--- config.mk ---
export PLATFORM = sky130hd
export DESIGN_NAME = pwm_duty_meter
export DESIGN_NICKNAME = d
export VERILOG_FILES = /design/src/rtl/pwm_pkg.sv /design/src/rtl/pwm_duty_div.sv /design/src/rtl/pwm_duty_meter.sv
export SDC_FILE = /design/constraint.sdc
export NUM_CORES = 1
export LEC_CHECK = 0
export CAP_MARGIN = 20
export CORE_AREA = 2 2 138 174
export DETAILED_ROUTE_END_ITERATION = 8
export DIE_AREA = 0 0 140 176
export PLACE_DENSITY_LB_ADDON = 0.25
export SYNTH_ARGS = -nofsm -noshare
export SYNTH_HDL_FRONTEND = slang
export SYNTH_SLANG_ARGS = --single-unit
--- constraint.sdc ---
create_clock -name clk -period 22 [get_ports clk]
set_input_delay 4.4 -clock clk [delete_from_list [all_inputs] [get_ports clk]]
set_output_delay 4.4 -clock clk [all_outputs]
set_load 0.03 [all_outputs]
--- src/rtl/pwm_pkg.sv ---
// rtl/pwm_pkg.sv - shared widths, FSM state type and helpers for the PWM meter and generator
package pwm_pkg;

   localparam int DUTY_W          = 10;
   localparam int CNT_W           = 20;
   localparam int DUTY_SCALE_LOG2 = 10;
   localparam int DIVIDEND_W      = CNT_W + DUTY_SCALE_LOG2;

   localparam logic [CNT_W-1:0] CNT_MAX = '1;

   typedef enum logic [1:0] {
      ST_IDLE = 2'd0,
      ST_HIGH = 2'd1,
      ST_LOW  = 2'd2
   } pwm_state_e;

   function automatic logic [CNT_W-1:0] sat_inc(input logic [CNT_W-1:0] v);
      return (v == CNT_MAX) ? v : v + 1'b1;
   endfunction

endpackage

--- src/rtl/pwm_duty_div.sv ---
// rtl/pwm_duty_div.sv - restoring divider, one quotient bit per cycle, DUTY_SCALE_LOG2 iterations
module pwm_duty_div
   import pwm_pkg::*;
(
   input  logic                  clk,
   input  logic                  reset,
   input  logic                  abort,
   input  logic                  start,
   input  logic [DIVIDEND_W-1:0] dividend,
   input  logic [CNT_W-1:0]      divisor,
   output logic                  busy,
   output logic                  done,
   output logic [DUTY_W-1:0]     quotient
);

   localparam logic [3:0] LAST_ITER = 4'(DUTY_SCALE_LOG2 - 1);

   logic [CNT_W-1:0]           rem_q;
   logic [CNT_W-1:0]           dvsr_q;
   logic [DUTY_SCALE_LOG2-1:0] low_q;
   logic [DUTY_W-1:0]          quo_q;
   logic [3:0]                 iter_q;
   logic                       busy_q;
   logic                       done_q;

   logic [CNT_W:0]   rem_shift;
   logic [CNT_W:0]   rem_diff;
   logic [CNT_W-1:0] rem_nxt;
   logic             ge;

   // The upper dividend bits are below the divisor, so only the low bits need shifting in.
   always_comb begin
      rem_shift = {rem_q, low_q[DUTY_SCALE_LOG2-1]};
      ge        = (rem_shift >= {1'b0, dvsr_q});
      rem_diff  = rem_shift - {1'b0, dvsr_q};
      rem_nxt   = ge ? rem_diff[CNT_W-1:0] : rem_shift[CNT_W-1:0];
   end

   always_ff @(posedge clk or posedge reset) begin
      if (reset) begin
         rem_q  <= '0;
         dvsr_q <= '0;
         low_q  <= '0;
         quo_q  <= '0;
         iter_q <= '0;
         busy_q <= 1'b0;
         done_q <= 1'b0;
      end else begin
         done_q <= 1'b0;
         if (abort) begin
            busy_q <= 1'b0;
         end else if (start && !busy_q) begin
            rem_q  <= dividend[DIVIDEND_W-1:DUTY_SCALE_LOG2];
            low_q  <= dividend[DUTY_SCALE_LOG2-1:0];
            dvsr_q <= divisor;
            iter_q <= '0;
            busy_q <= 1'b1;
         end else if (busy_q) begin
            rem_q  <= rem_nxt;
            low_q  <= {low_q[DUTY_SCALE_LOG2-2:0], 1'b0};
            quo_q  <= {quo_q[DUTY_W-2:0], ge};
            iter_q <= iter_q + 1'b1;
            if (iter_q == LAST_ITER) begin
               busy_q <= 1'b0;
               done_q <= 1'b1;
            end
         end
      end
   end

   assign busy     = busy_q;
   assign done     = done_q;
   assign quotient = quo_q;

endmodule

--- src/rtl/pwm_duty_meter.sv ---
// rtl/pwm_duty_meter.sv - PWM period, high time and duty measurement with stuck-input timeout
module pwm_duty_meter
   import pwm_pkg::*;
#(
   parameter int unsigned TIMEOUT_CYCLES = 1000000,
   parameter int unsigned SYNC_STAGES    = 2
) (
   input  logic              clk,
   input  logic              reset,
   input  logic              pwm_in,
   output logic [DUTY_W-1:0] duty_cycle,
   output logic [CNT_W-1:0]  period,
   output logic [CNT_W-1:0]  high_time,
   output logic              valid,
   output logic              timeout,
   output logic              overrun
);

   localparam logic [CNT_W-1:0] TIMEOUT_LIM = CNT_W'(TIMEOUT_CYCLES);

   logic [SYNC_STAGES-1:0] sync_q;
   logic                   s_dly_q;
   logic                   s;
   logic                   rise;
   logic                   fall;
   logic                   any_edge;

   pwm_state_e        state_q;
   logic [CNT_W-1:0]  hcnt_q;
   logic [CNT_W-1:0]  lcnt_q;
   logic [CNT_W-1:0]  idle_cnt_q;
   logic [CNT_W-1:0]  idle_cnt_d;
   logic [CNT_W-1:0]  cap_p_q;
   logic [CNT_W-1:0]  cap_h_q;
   logic [DUTY_W-1:0] duty_q;
   logic [CNT_W-1:0]  period_q;
   logic [CNT_W-1:0]  high_q;
   logic              valid_q;
   logic              timeout_q;
   logic              overrun_q;

   logic [CNT_W:0]      p_sum;
   logic [CNT_W-1:0]    p_cap;
   logic                timeout_fire;
   logic                capture;
   logic                div_start;
   logic                div_busy;
   logic                div_done;
   logic [DUTY_W-1:0]   div_quotient;

   always_ff @(posedge clk or posedge reset) begin
      if (reset) begin
         sync_q  <= '0;
         s_dly_q <= 1'b0;
      end else begin
         sync_q  <= {sync_q[SYNC_STAGES-2:0], pwm_in};
         s_dly_q <= s;
      end
   end

   assign s        = sync_q[SYNC_STAGES-1];
   assign rise     = s & ~s_dly_q;
   assign fall     = ~s & s_dly_q;
   assign any_edge = rise | fall;

   // Counter parks at the limit so the timeout fires once per stuck episode.
   always_comb begin
      idle_cnt_d = idle_cnt_q;
      if (any_edge) begin
         idle_cnt_d = '0;
      end else if (idle_cnt_q != TIMEOUT_LIM) begin
         idle_cnt_d = idle_cnt_q + 1'b1;
      end
   end

   assign timeout_fire = !any_edge && (idle_cnt_q == TIMEOUT_LIM - 1'b1);

   // Sum saturates like the counters; only reachable with timeouts near full scale.
   assign p_sum     = {1'b0, hcnt_q} + {1'b0, lcnt_q};
   assign p_cap     = p_sum[CNT_W] ? CNT_MAX : p_sum[CNT_W-1:0];
   assign capture   = (state_q == ST_LOW) && rise;
   assign div_start = capture && !div_busy;

   always_ff @(posedge clk or posedge reset) begin
      if (reset) begin
         state_q    <= ST_IDLE;
         hcnt_q     <= '0;
         lcnt_q     <= '0;
         idle_cnt_q <= '0;
         cap_p_q    <= '0;
         cap_h_q    <= '0;
         duty_q     <= '0;
         period_q   <= '0;
         high_q     <= '0;
         valid_q    <= 1'b0;
         timeout_q  <= 1'b0;
         overrun_q  <= 1'b0;
      end else begin
         valid_q    <= 1'b0;
         overrun_q  <= 1'b0;
         idle_cnt_q <= idle_cnt_d;
         if (any_edge) begin
            timeout_q <= 1'b0;
         end
         if (timeout_fire) begin
            state_q   <= ST_IDLE;
            timeout_q <= 1'b1;
            duty_q    <= s ? {DUTY_W{1'b1}} : '0;
            period_q  <= '0;
            high_q    <= '0;
            valid_q   <= 1'b1;
         end else begin
            if (div_done) begin
               duty_q   <= div_quotient;
               period_q <= cap_p_q;
               high_q   <= cap_h_q;
               valid_q  <= 1'b1;
            end
            unique case (state_q)
               ST_IDLE: begin
                  if (rise) begin
                     hcnt_q  <= CNT_W'(1);
                     state_q <= ST_HIGH;
                  end
               end
               ST_HIGH: begin
                  if (fall) begin
                     lcnt_q  <= CNT_W'(1);
                     state_q <= ST_LOW;
                  end else begin
                     hcnt_q <= sat_inc(hcnt_q);
                  end
               end
               ST_LOW: begin
                  if (rise) begin
                     if (div_busy) begin
                        overrun_q <= 1'b1;
                     end else begin
                        cap_p_q <= p_cap;
                        cap_h_q <= hcnt_q;
                     end
                     hcnt_q  <= CNT_W'(1);
                     state_q <= ST_HIGH;
                  end else begin
                     lcnt_q <= sat_inc(lcnt_q);
                  end
               end
               default: state_q <= ST_IDLE;
            endcase
         end
      end
   end

   pwm_duty_div u_div (
      .clk      (clk),
      .reset    (reset),
      .abort    (timeout_fire),
      .start    (div_start),
      .dividend ({hcnt_q, {DUTY_SCALE_LOG2{1'b0}}}),
      .divisor  (p_cap),
      .busy     (div_busy),
      .done     (div_done),
      .quotient (div_quotient)
   );

   assign duty_cycle = duty_q;
   assign period     = period_q;
   assign high_time  = high_q;
   assign valid      = valid_q;
   assign timeout    = timeout_q;
   assign overrun    = overrun_q;

endmodule
==> results of run 1 <==
-- cell families after synthesis --
| group | count (synthesis) |
|---|---|
| adders and majority gates | 50 |
| buffers and inverters | 91 |
| xor gates and xnor gates | 76 |
| AOI/OAI and AO/OA | 239 |
| muxes | 57 |
| DFF | 214 |
| and+or+nand+nor | 452 |
-- routing by layer --
metal  wire [um]  track usage  vias to the layer above
li1            -            -                     4287
met1       12000        0.297                     4421
met2       13600        0.396                      201
met3        1230       0.0312                       62
met4         928       0.0795                        0
met5           0            0                        -
-- area by class of cell --
class	instances	area (um2)
clock buffers	26	597
clock inverters	16	204
fillers	1967	9880
inverters	43	169
multi-input cells	874	5610
flip-flops and latches	214	5360
well taps	288	360
repair buffers	72	707
-- registers in the layout (all words and copies together) (netlist names), 2 cells and up --
signal,flops
cap_h_q,20
cap_p_q,20
hcnt_q,20
high_time,20
idle_cnt_q,20
lcnt_q,20
period,20
u_div.dvsr_q,20
u_div.rem_q,20
duty_cycle,10
u_div.quotient,10
u_div.iter_q,4
state_q,2
sync_q,2
-- metrics by stage --
step | hold slack (ps) | std cells | cell area (um2) | setup slack, ps | total power, mW
final | 350 | 1533 | 13000 | 16040 | 1.65
after global routing | 353 | 1533 | 13000 | 15840 | 1.75
after CTS | 352 | 1531 | 13000 | 16010 | 1.65
after detailed placement | 337 | 1489 | 12200 | 15460 | 1.24
after global placement | 339 | 1487 | 12100 | 15480 | 1.22
after floorplan | 331 | 1179 | 11300 | 11750 | 1.05
-- worst max-delay path by stage --
stage,from,endpoint,slack [ps],cells after the start
floorplan,reset,cap_h_q[0],11750,1
global placement,reset,period[16],15480,3
detailed placement,reset,period[19],15460,3
CTS,reset,period[19],16010,3
global route,reset,high_time[19],15840,4
finish,duty_cycle[8],duty_cycle[8],16040,1
-- placed cells by master, fill, tap and decap left out, types with 10 or more instances in the layout --
master and count:
nand2_1 154, nand3_1 36, and3_1 13, o22ai_1 14, o21ai_0 25, nand4_1 18, o22a_1 14, and4_1 10
clkdlybuf4s50_1 55, dfrtp_1 213, buf_4 14, nor2_1 140, ha_1 48, nor4_1 13, nor3_1 20, clkbuf_16 23
a21oi_1 67, xor2_1 34, o21a_1 11, xnor2_1 42, mux2i_1 55, a2bb2oi_1 13, inv_1 42, a21o_1 19
a22oi_1 11, a211oi_1 10
-- synth_stat cells (all sizes together), types with 3 or more instances --
master     n  area [um2]
a21oi     67         335
ha        48         601
o21a      11        82.6
nand2    155         582
and4      10        87.6
xor2      34         298
o21ai     25         125
nor2b      7        43.8
nor4      14         103
or2        5        31.3
a31oi      9        56.3
o22a      14         123
a211oi    10        75.1
o22ai     14        87.6
nor2     140         526
o211ai     6        45.0
mux2i     55         551
o2111ai    4        35.0
and2       6        37.5
a2111oi    3        27.5
a2bb2oi   13         114
nand3     36         180
and4b      3        30.0
o31ai      6        45.0
inv       43         161
o311ai     4        35.0
buf       11        60.1
clkbuf    37         139
o31a       4        35.0
nor3      21         105
or3        9        56.3
or4b       3        33.8
xnor2     42         368
and3      13        81.3
a21o      19         143
nand2b     3        18.8
dfrtp    214        5360
a22oi     11        82.6
nand4     18         113
-- power by group --
group / switching, mW / total [mW] / internal (mW)
Combinational: 0.420 / 0.697 / 0.277
Clock: 0.164 / 0.409 / 0.244
Sequential: 0.0634 / 0.540 / 0.477
==> reports/metrics.yaml, run 1 <==
grtUsageTotal: 0.229
wl_per_cell_um: 18.1
dieHeight_um: 176
drt_pre_antenna_iters: 8
routed_wl_um: 27800
place_congestion: 0.922
fin_crit_sh: 0.271
holdCritPathClass: "flip-flop to flip-flop"
rsz0062_at_grt: "false"
synth_nets: 1232
status: "complete, but fails checks"
io_pins: 56
avgSynthCellArea_um2: 9.60
slowest_delay_ps: 680
antenna_found_initial: 0
grt_pass1_wl_um: 45700
post_cts_buffers: 0
setup.worst_path.class: "flip-flop to output pin"
synth_seq_area_share: 0.473
antenna_cells: 0
grt_pass1_vias: 8854
htreeDepth: 1
worst-r2r-cell-count: 11
clockBufferDepth: 3
root_buffer: "clkbuf_16"
path_clk_slew_ps: 60
syn_to_final_growth_pct: 14.9
cts_sinks: 214
grt_max_degree: 159
yosys_most_used_dff: "dfrtp_1"
synth_simple_gate_area_frac: 0.186
r2r-start: "sync_q[1]"
cp_max_fo: 2
core_um2: 22900
worstHoldStart: "sync_q[0]"
maxCapViolCount: 0
drtAntennaViolNets: 0
synth_seq_cells: 214
dp.final_hpwl_um: 19100
vias: 8971
worstPathCellList: "clkdlybuf4s50_1"
critPathBufInv: 1
p_leak_nw: 6.10
drive_gt1_frac: 0.0594
synthMuxAreaShare: 0.0506
yosysWarnings: 0
nNetsFinal: 1281
cp_data_required_time_ps: 17600
synth_edf_count: 0
tightestPinTransition_ps: 993
skew_ps: 22.9
cp_top_family: "buffers and inverters"
finalHoldViolCount: 0
vias_per_cell: 5.85
synth_adder_area_share: 0.0566
r2r_end: "u_div.dvsr_q[16]"
critPathLaunchType: "flip-flop"
dieWidth_um: 140
min_period_ps: 5960
numCtsBuffers: 23
synthesis.area_um2: 11300
crit_arrival_ps: 1560
grt_overflow: 0
hold_depth: 0
fin_setup_tns_ps: 0
worst_slew_margin_rel: 0.321
slowest_stage: "clkdlybuf4s50_1"
io_buffers: 55
end_kind: "output pin"
reg2reg_slack_ps: 17520
synth.distinct_cells: 70
synth-xor-area-share: 0.0588
cts_tree: "done"
final_util: 0.568
rows: 62
synth_top_family_by_area: "simple AND/OR/NAND/NOR gates"
clkLatencyLatePin_ps: 520
initial_utilization: 0.495
min_to: "sync_q[1]"
fp.dieArea_um2: 24600
violations: "design-rule violations"
drv_slew: 0
synth-compound-area-share: 0.143
synthCells: 1179
fmax_mhz: 168
ctsResizeCount: 0
first_iter_violations: 563
pwr_density_cell_nw_per_um2: 127
drc: 5
synth-async-reset-ratio: 1.00
setup_viol: 0
ir_drop_v: 0.0000556
ctsHoldBuffers: 0
No activity file was read; power rests on OpenSTA's default activity.
==> run 2, diff against run 1 <==
==> constraint.sdc (replaced) <==
create_clock -name clk -period 5.2 [get_ports clk]
set_input_delay 1.04 -clock clk [delete_from_list [all_inputs] [get_ports clk]]
set_output_delay 1.04 -clock clk [all_outputs]
set_load 0.03 [all_outputs]
==> run 2 against run 1 <==
The flow still finishes with violations (design-rule violations); power grew to 4.3 times the previous value; register-to-register slack got worse by 16000 ps; flip-flop and latch count is the same; combinational power rose to 4.2 times the previous value; highest routed layer unchanged.
==> reports/metrics.yaml, run 2 (synthesis gave the netlist of run 1 again) <==
dieWidth_um: 140
crit_arrival_ps: 4110
core_um2: 22900
layout_commonest_cell: "dfrtp_1"
antenna_cells: 0
nNetsFinal: 1281
most-common-layout-cells: "dfrtp_1, nand2_1, nor2_1"
critPathLaunchType: "flip-flop"
fin_setup_tns_ps: 0
holdCritPathClass: "flip-flop to flip-flop"
cts_tree: "done"
grt_pass1_wl_um: 46600
reg2reg_slack_ps: 1450
ctsHoldBuffers: 0
r2r-start: "hcnt_q[0]"
grt_max_degree: 102
root_buffer: "clkbuf_16"
numCtsBuffers: 23
min_period_ps: 3750
post_cts_buffers: 0
routed_wl_um: 27800
cp_max_fo: 12
drtAntennaViolNets: 0
syn_to_final_growth_pct: 15.1
cts_sinks: 214
ir_drop_v: 0.000300
grtUsageTotal: 0.232
setup_viol: 0
worst-r2r-cell-count: 9
setup.worst_path.class: "flip-flop to flip-flop"
htreeDepth: 1
vias_per_cell: 5.82
crit_end: "cap_p_q[14]"
cp_data_required_time_ps: 5550
worst_slew_margin_rel: 0.344
path_clk_slew_ps: 70
vias: 8923
drc: 3
finalHoldViolCount: 0
place_congestion: 0.904
status: "complete, but fails checks"
skew_ps: 30.0
rows: 62
clkLatencyLatePin_ps: 540
violations: "design-rule violations"
antenna_found_initial: 0
finalPower_mw: 7.06
wl_per_cell_um: 18.2
io_pins: 56
grt_overflow: 0
first_iter_violations: 581
drv_slew: 0
end_kind: "flip-flop"
pwr_density_cell_nw_per_um2: 542
ctsResizeCount: 0
p_leak_nw: 6.09
drt_pre_antenna_iters: 7
r2r_end: "cap_p_q[14]"
dieHeight_um: 176
fin_crit_sh: 0.722
dp_slack_ps: 1480
initial_utilization: 0.495
critPathLaunch: "hcnt_q[0]"
dp.final_hpwl_um: 19400
clockBufferDepth: 3
tightestPinTransition_ps: 959
rsz0062_at_grt: "false"
io_buffers: 55
grt_pass1_vias: 8901
fmax_mhz: 266
drive_gt1_frac: 0.0586
fp.dieArea_um2: 24600
fin_ws_ps: 1450
maxCapViolCount: 0
-- run 2: changes by cell type in the layout (fill, tap and decap cells not counted), sizes merged --
cell / change
dlymetal6s2s: -1
clkinv: -3
clkbuf: +2
bufinv: +2
-- run 2: area by class of cell --
class	instances	area, um2
clock buffers	27	591
inverters	43	165
flip-flops and latches	214	5360
fillers	2002	9860
well taps	288	360
repair buffers	72	696
clock inverters	15	250
multi-input cells	874	5610
-- run 2: critical path: stages, from the launching register on --
cell and delay [ps]:
dfrtp_1 450, ha_1 260, fa_1 400, a21o_1 190
a21oi_1 260, o21ai_0 160, a21boi_0 590, a31oi_1 310
a21oi_1 780, a21oi_1 170
-- run 2: layer usage --
layer / part of all wire / vias to the layer above / routed length [um] / global-route usage
li1: - / 4278 / - / -
met1: 0.43 / 4351 / 12100 / 0.309
met2: 0.48 / 227 / 13300 / 0.389
met3: 0.053 / 67 / 1480 / 0.0353
met4: 0.036 / 0 / 1010 / 0.0842
met5: 0 / - / 0 / 0
-- run 2: where the power goes --
| part | leakage [nW] | total (mW) | switching [mW] | internal, mW |
|---|---|---|---|---|
| combinational | 2.80 | 2.96 | 1.78 | 1.17 |
| sequential | 2.88 | 2.28 | 0.262 | 2.02 |
| clock | 0.411 | 1.82 | 0.701 | 1.12 |
| total | 6.09 | 7.06 | 2.75 | 4.31 |
-- run 2: per-stage QoR --
step	utilization	cell area (um2)	hold WS, ps	std cells
global route	0.569	13000	370	1533
global placement	0.531	12200	335	1488
detailed placement	0.532	12200	336	1490
CTS	0.569	13000	350	1532
floorplan	-	11300	331	1179
finish	0.569	13000	349	1533
-- run 2: how the worst min path moves through the flow --
stage / to / from / depth (start not counted)
after floorplan: sync_q[1] / sync_q[0] / 0
after global placement: sync_q[1] / sync_q[0] / 0
after detailed placement: sync_q[1] / sync_q[0] / 0
after CTS: sync_q[1] / sync_q[0] / 0
after global routing: sync_q[1] / sync_q[0] / 0
final: sync_q[1] / sync_q[0] / 0
==> run 3, diff against run 2 <==
==> constraint.sdc (replaced) <==
create_clock -name clk -period 3.86 [get_ports clk]
set_input_delay 0.772 -clock clk [delete_from_list [all_inputs] [get_ports clk]]
set_output_delay 0.772 -clock clk [all_outputs]
set_load 0.03 [all_outputs]
==> run 3 against run 2 <==
The flow still finishes with violations (design-rule violations); maximum frequency is 14% higher; sequential share of layout area is 0.15 points lower; power is 31% higher; combinational power is 35% higher; worst setup slack worse by 880 ps; core utilization is 0.21 points higher; critical path type unchanged; critical endpoint is now cap_p_q[5]; largest cell class unchanged; highest routed layer unchanged.
==> reports/metrics.yaml, run 3 (synthesis gave the netlist of run 1 again) <==
status: "complete, but fails checks"
violations: "design-rule violations"
nNetsFinal: 1299
worstPathCellList: "ha_1 > fa_1 > a21o_1 > a21oi_1 > o21ai_0 > a21boi_0 > buf_4 > a31oi_1 > a21o_1 > o22a_1"
cts_sinks: 214
drive_gt1_frac: 0.0713
ctsHoldBuffers: 0
rows: 62
drt_pre_antenna_iters: 7
initial_utilization: 0.495
fp.dieArea_um2: 24600
cp_max_fo: 24
io_buffers: 55
rsz0062_at_grt: "false"
fin_area_um2: 13100
numCtsBuffers: 22
setup_viol: 0
maxCapViolCount: 0
post-place-cells: 1509
min_period_ps: 3300
path_clk_slew_ps: 60
grt_overflow: 0
io_pins: 56
skew_ps: 10.8
antenna_cells: 0
cpMostUsedCell: "a21o_1"
ctsResizeCount: 0
cp_top_family: "compound AO/OA/AOI/OAI gates"
tightestPinTransition_ps: 1120
power_frac_comb: 0.433
instances_no_fill: 1550
critPathBufInv: 1
most-common-layout-cells: "dfrtp_1, nand2_1, nor2_1"
root_buffer: "clkbuf_16"
vias_per_cell: 5.80
fin_ws_ps: 561
htreeDepth: 1
fin_crit_sh: 0.855
grtUsageTotal: 0.234
post_dp_cell_area_um2: 12300
vias: 8989
slowest_stage: "a21o_1"
dieHeight_um: 176
dp.final_hpwl_um: 20700
end_kind: "flip-flop"
critPathLaunchType: "flip-flop"
finalHoldViolCount: 0
p_leak_nw: 6.14
worst_slew_margin_rel: 0.252
routed_wl_um: 28700
fin_setup_tns_ps: 0
p_sw_mw: 3.63
grt_pass1_vias: 8989
p_int_mw: 5.58
drc: 3
antenna_found_initial: 0
fmax_mhz: 303
dieWidth_um: 140
slowest_delay_ps: 520
ir_drop_v: 0.000422
grt_max_degree: 91
crit_arrival_ps: 3700
setup.worst_path.class: "flip-flop to flip-flop"
cts_tree: "done"
p_seq_frac: 0.333
grt_pass1_wl_um: 46500
layout_commonest_cell: "dfrtp_1"
first_iter_violations: 632
clkLatencyLatePin_ps: 510
place_congestion: 0.962
cp_data_required_time_ps: 4260
holdCritPathClass: "flip-flop to flip-flop"
drtAntennaViolNets: 0
syn_to_final_growth_pct: 15.5
p_clk_frac: 0.234
clockBufferDepth: 3
drv_slew: 0
core_um2: 22900
dp_slack_ps: 607
post_cts_buffers: 0
final_util: 0.571
pwr_density_cell_nw_per_um2: 705
swShare: 0.394
wl_per_cell_um: 18.5
fill_cells: 1992
[run 3: changes by cell type in the layout (fill, tap and decap cells not counted), sizes merged]
cell,delta
inv,-1
clkinvlp,+1
buf,+19
clkbuf,+2
bufinv,-4
[run 3: final timing paths]
check,from,to,slack (ps),cells after the start
worst max-delay path,hcnt_q[0],cap_p_q[5],560,10
worst min-delay path,sync_q[0],sync_q[1],350,0
worst max register to register,hcnt_q[0],cap_p_q[5],560,10
worst min register to register,sync_q[0],sync_q[1],350,0
max in group asynchronous,reset,u_div.done,2400,3
min in group asynchronous,reset,high_time[4],640,2
[run 3: stage by stage]
step	total power, mW	hold slack (ps)
after floorplan	5.97	331
after global placement	6.97	334
after detailed placement	7.05	336
after CTS	9.23	350
after global routing	9.81	369
final	9.22	349
[run 3: worst register-to-register path, stage by stage, from the launching register on]
cell,delay [ps]
dfrtp_1,440
ha_1,260
fa_1,410
a21o_1,190
a21oi_1,260
o21ai_0,190
a21boi_0,260
buf_4,190
a31oi_1,150
a21o_1,520
o22a_1,320
[run 3: cell type report]
| class | instances | area [um2] | share of cell area |
|---|---|---|---|
| Multi-Input combinational cell | 874 | 5610 | 0.429 |
| Sequential cell | 214 | 5360 | 0.410 |
| Timing Repair Buffer | 91 | 842 | 0.0644 |
| Clock buffer | 29 | 617 | 0.0472 |
| Tap cell | 288 | 360 | 0.0276 |
| Inverter | 43 | 165 | 0.0126 |
| Clock inverter | 11 | 125 | 0.00957 |
[run 3: metal layers]
layer | global-route usage | wire length, um | vias to the layer above
li1 | - | - | 4312
met1 | 0.289 | 11800 | 4343
met2 | 0.411 | 14100 | 261
met3 | 0.0296 | 1460 | 73
met4 | 0.108 | 1330 | 0
met5 | 0 | 0 | -
[run 3: power by group through the flow]
stage          registers [mW]  clock network, mW  logic (mW)
3_5_place_dp             3.11                  0        3.94
3_3_place_gp             3.09                  0        3.88
2_1_floorplan            3.17                  0        2.81
4_1_cts                  3.07               2.20        3.96
6_report                 3.07               2.15        3.99
5_1_grt                  3.12               2.30        4.39
